## config.mk

```make
export PLATFORM = sky130hd
export DESIGN_NAME = regfile_scan
export DESIGN_NICKNAME = d
export VERILOG_FILES = /design/src/rtl/regfile_scan.sv
export SDC_FILE = /design/constraint.sdc
export NUM_CORES = 1
export LEC_CHECK = 0
export ABC_CLOCK_PERIOD_IN_PS = 3100
export CAP_MARGIN = 20
export CORE_MARGIN = 3
export CORE_UTILIZATION = 44
export DETAILED_ROUTE_END_ITERATION = 8
export PLACE_DENSITY = 0.91
export SLEW_MARGIN = 10
export SYNTH_ARGS = -nofsm -noshare
export SYNTH_HDL_FRONTEND = slang
export SYNTH_SLANG_ARGS = --single-unit
```

## constraint.sdc

```tcl
create_clock -name clk -period 3.1 [get_ports clk]
set_input_delay 0.31 -clock clk [delete_from_list [all_inputs] [get_ports clk]]
set_output_delay 0.31 -clock clk [all_outputs]
set_load 0.005 [all_outputs]
```

## src/rtl/regfile_scan.sv

```systemverilog
// regfile_scan -- walks every register address of a register file.
//
// DUMP  (mode=0): reads each register through the read port, one per READ
//                 cycle, and offers (index, data) on a valid/ready stream.
// CLEAR (mode=1): drives the write port with zero, one register per cycle.
//
// Ports
//   clk, reset         rising-edge clock, synchronous active-high reset
//   start, mode        scan request and scan kind, sampled only in IDLE
//   busy, done         scan in progress / one-cycle completion pulse
//   rd_reg, rd_data    register file read port (rd_data combinational)
//   wt_reg, wt_data,
//   reg_write          register file write port (wt_data is always zero)
//   out_valid,
//   out_ready,
//   out_index,
//   out_data           dump stream; a word moves on an edge with valid&ready
//
// Every output is a register: each one is loaded on the edge that enters
// the state where it has to be visible, so rd_reg already holds the index
// during READ and wt_reg/reg_write already hold the target during CLEAR.
// NUM_REGS must not exceed 2**ADDR_W.
module regfile_scan #(
   parameter int ADDR_W   = 5,
   parameter int DATA_W   = 32,
   parameter int NUM_REGS = 32
) (
   input  logic              clk,
   input  logic              reset,
   input  logic              start,
   input  logic              mode,
   output logic              busy,
   output logic              done,
   output logic [ADDR_W-1:0] rd_reg,
   input  logic [DATA_W-1:0] rd_data,
   output logic [ADDR_W-1:0] wt_reg,
   output logic [DATA_W-1:0] wt_data,
   output logic              reg_write,
   output logic              out_valid,
   input  logic              out_ready,
   output logic [ADDR_W-1:0] out_index,
   output logic [DATA_W-1:0] out_data
);

   typedef enum logic [2:0] {IDLE, READ, SEND, CLEAR, DONE} stateT;

   // Terminal index; the counter stops here, so no address >= NUM_REGS is
   // ever driven and the counter never wraps.
   localparam logic [ADDR_W-1:0] LAST_IDX = ADDR_W'(NUM_REGS - 1);

   stateT             state;
   logic [ADDR_W-1:0] index;
   logic [ADDR_W-1:0] nextIdx;

   assign nextIdx = index + 1'b1;

   always_ff @(posedge clk) begin
      if (reset) begin
         state     <= IDLE;
         index     <= '0;
         busy      <= 1'b0;
         done      <= 1'b0;
         rd_reg    <= '0;
         wt_reg    <= '0;
         wt_data   <= '0;
         reg_write <= 1'b0;
         out_valid <= 1'b0;
         out_index <= '0;
         out_data  <= '0;
      end else begin
         done    <= 1'b0;
         wt_data <= '0;
         case (state)
            IDLE: begin
               // mode is only looked at here, which is what latches it for
               // the whole scan; start elsewhere is ignored.
               if (start) begin
                  index <= '0;
                  busy  <= 1'b1;
                  if (mode) begin
                     state     <= CLEAR;
                     wt_reg    <= '0;
                     reg_write <= 1'b1;
                  end else begin
                     state  <= READ;
                     rd_reg <= '0;
                  end
               end
            end

            READ: begin
               // rd_reg == index during this cycle, so rd_data is reg[index].
               out_data  <= rd_data;
               out_index <= index;
               out_valid <= 1'b1;
               state     <= SEND;
            end

            SEND: begin
               // out_valid is always 1 here; out_ready alone completes it.
               if (out_ready) begin
                  out_valid <= 1'b0;
                  if (index == LAST_IDX) begin
                     state <= DONE;
                     busy  <= 1'b0;
                     done  <= 1'b1;
                  end else begin
                     index  <= nextIdx;
                     rd_reg <= nextIdx;
                     state  <= READ;
                  end
               end
            end

            CLEAR: begin
               // The write for wt_reg happens on the edge leaving this cycle.
               if (index == LAST_IDX) begin
                  reg_write <= 1'b0;
                  state     <= DONE;
                  busy      <= 1'b0;
                  done      <= 1'b1;
               end else begin
                  index  <= nextIdx;
                  wt_reg <= nextIdx;
               end
            end

            DONE: state <= IDLE;

            default: state <= IDLE;
         endcase
      end
   end

endmodule

```

==> results_dict.tcl <==
set metrics [dict create \
    status "finished clean" \
    p_int_uw 1380 \
    synth-main-ff-cell "dfxtp_1" \
    avgRoutedWirePerCell_um 13.3 \
    synthCells 310 \
    min-delay-start "out_data[1]" \
    crit_path_cell_trace "ha_1, and3_1, ha_1, nand3b_1, a21oi_4, or3b_1, a21oi_1" \
    synth-simple-area-share_pct 23.9 \
    hpwl_um 4480 \
    rows 26 \
    end_kind "flop" \
    clk_pin_slew_ns 0.06 \
    switchingPower_uw 413 \
    synth_fa_ha_area_share_pct 0.989 \
    mappedNetlistArea_um2 2530 \
    slowest_delay_ns 0.38 \
    muxShareOfSynthArea_pct 0.396 \
    layoutNonFillerInstCount 466 \
    post_cts_resized 0 \
    ys_ff_latch 59 \
    worstMarginPinSlew_ns 0.641 \
    maxSlewHeadroom_pct 57.2 \
    fin_tns_setup_ns 0 \
    drt_first_pass_iters 4 \
    postCtsSetupBuffers 0 \
    largest_reg_flops 32 \
    insertion_delay_ns 0.32 \
    p_total_uw 1790 \
    finalSetupViolations 0 \
    cts_tree "built" \
    layout-drive-gt1-share_pct 5.05 \
    critPathMaxFanout 9 \
    slowest_stage "or3b_1" \
    crit_top_cell "ha_1" \
    grt_use_total_pct 18.9 \
    start_util_pct 47.4 \
    synth_top_family_by_area "simple AND/OR/NAND/NOR gates" \
    gp_congestion 0.856 \
    hold_violations 0 \
    antenna_found_initial 0 \
    overflow 0 \
    arrival_ns 2.39 \
    synth_edf_count 0 \
    synth-seq-area-share_pct 46.7 \
    nFillCells 462 \
    finalClockSkew_ns 0.00715 \
    crit_type "reg -> reg" \
    max_freq_ghz 0.468 \
    power.density_nw_per_um2 509 \
    path_delay_family "simple AND/OR/NAND/NOR gates" \
    power.clock.fraction_pct 40.6 \
    die-area_um2 6700 \
    cts_made_buffers 9 \
    clk_path_buf_depth 2 \
    synth_top_area_cell "dfxtp_1" \
    routed_wl_um 6180 \
    swShare_pct 23.1 \
    cts_max_level 3 \
    synth_compound_area_share_pct 13.9 \
    pwr-share-seq_pct 45.7 \
    final_cell_area_um2 3510 \
    p_comb_share_pct 13.7 \
    regMostFlops "out_data" \
    min_period_over_period_pct 68.9 \
    ant_nets 0 \
    die_h_um 81.8 \
    vias 2276 \
    cts.sinks 59 \
    cap_violations 0 \
    placed_cell_area_um2 3300 \
    synth_top_area_share_pct 46.7 \
    dp.cells 451 \
    p_leak_uw 0.00128 \
    crit_start "index[0]" \
    drt_iter0_markers 94 \
    hold_class "reg -> reg" \
    avgSynthCellArea_um2 8.16 \
    core_um2 5340 \
    netlist_top_cells_area "dfxtp_1 (47%), nand2_1 (12%), buf_4 (9.5%), a21oi_1 (8.9%), nand2b_1 (2.0%)" \
    final-max-slew-violation-count 0 \
    area_growth_syn_to_layout_pct 38.8 \
    path_buf_inv 0 \
    pin_count 120 \
    grt_pass1_wl_um 9830 \
    synth_xor_area_share_pct 0.692 \
    dieWidth_um 81.8 \
    yosysMostFrequentCell "nand2_1" \
    worstReg2RegStart "index[0]" \
    grt_max_degree 40 \
    finalCriticalPeriod_ns 2.14 \
    cp.required_ns 3.35 \
    rsz0062_at_grt "no" \
    peakVddDrop_mv 0.437 \
    synth_cell_type_count 42 \
    yosys_warnings 0 \
    grt_pass1_vias 2198 \
    fin_util_pct 65.8 \
    num-nets-final 431 \
    hold_buffers 0 \
    async_flop_share_pct 0 \
    antennaDiodeCount 0 \
    drc 0 \
    vias_per_cell 4.88 \
    clockRootBuffer "clkbuf_8" \
    yosys-top-cells-count "nand2_1 (82), dfxtp_1 (59), a21oi_1 (45), buf_4 (32)" \
    numPortBuffers 87 \
    worst_setup_path_start_kind "flop" \
]
==> logic make-up (layout without fill, tap and decap cells) <==
kind of cell,count (synthesis),in the layout
xor gates and xnor gates,2,2
AOI/OAI and AO/OA,61,61
other,1,32
and+or+nand+nor,131,131
muxes,1,1
buffers and inverters,53,108
adders and majority gates,2,2
DFF,59,59
==> routing by layer <==
metal / global-route usage [%] / routed length [um] / share of wire (%)
met1: 19.8 / 2440 / 39
met2: 34.4 / 3170 / 51
met3: 5.92 / 499 / 8.1
met4: 8.31 / 80 / 1.3
met5: 0 / 0 / 0
==> cell usage in the layout, fill, tap and decap left out, types with 2 or more instances in the layout <==
master            n
nand3_1           3
clkbuf_8         13
nor4_1            2
nor2_1           10
ha_1              2
nand2_1          82
inv_1             3
clkdlybuf4s50_1  86
o21ai_0           4
o31ai_1           2
or3b_1            2
nand2b_1          8
or3_1             2
dfxtp_1          59
buf_4             3
a21oi_1          45
nand3b_1          5
and3_1            2
o32ai_1           2
nor3_1            3
conb_1           32
nor2b_1           2
nand4_1           4
==> tightest hold or removal path, delay by kind of cell (launching register included) <==
family	cells	cell delay, ns
AO/OA/AOI/OAI	1	0.05
flip-flops	1	0.31
AND/OR/NAND/NOR	1	0.05
==> final cells by class <==
| type | instances | area, um2 | share of cell area [%] |
|---|---|---|---|
| clock buffer | 14 | 183 | 5.20 |
| tap | 70 | 87.6 | 2.49 |
| clock inverter | 1 | 30.0 | 0.855 |
| timing repair buffer | 90 | 888 | 25.3 |
| multi-input combinational | 229 | 1130 | 32.2 |
| sequential | 59 | 1180 | 33.6 |
| inverter | 3 | 11.3 | 0.321 |
==> metrics by stage <==
step	hold WS (ns)	setup slack, ns
2_1_floorplan	0.446	1.18
4_1_cts	0.455	0.996
3_3_place_gp	0.441	1.09
5_1_grt	0.477	0.860
3_5_place_dp	0.446	0.992
6_report	0.454	0.964
==> path summary, 6_finish.rpt <==
path                 endpoint  slack, ns  depth (start not counted)
setup / recovery    wt_reg[3]       0.96                          7
hold / removal    out_data[1]       0.45                          2
setup reg to reg    wt_reg[3]       0.96                          7
hold reg to reg   out_data[1]       0.45                          2
==> power groups by stage <==
stage | Combinational (uW) | Clock (uW) | Sequential, uW
5_1_grt | 274 | 774 | 822
4_1_cts | 247 | 748 | 817
6_report | 246 | 725 | 818
2_1_floorplan | 151 | 0 | 829
3_3_place_gp | 241 | 0 | 832
3_5_place_dp | 246 | 0 | 834
Note: power is estimated with default switching activity, not from simulation.
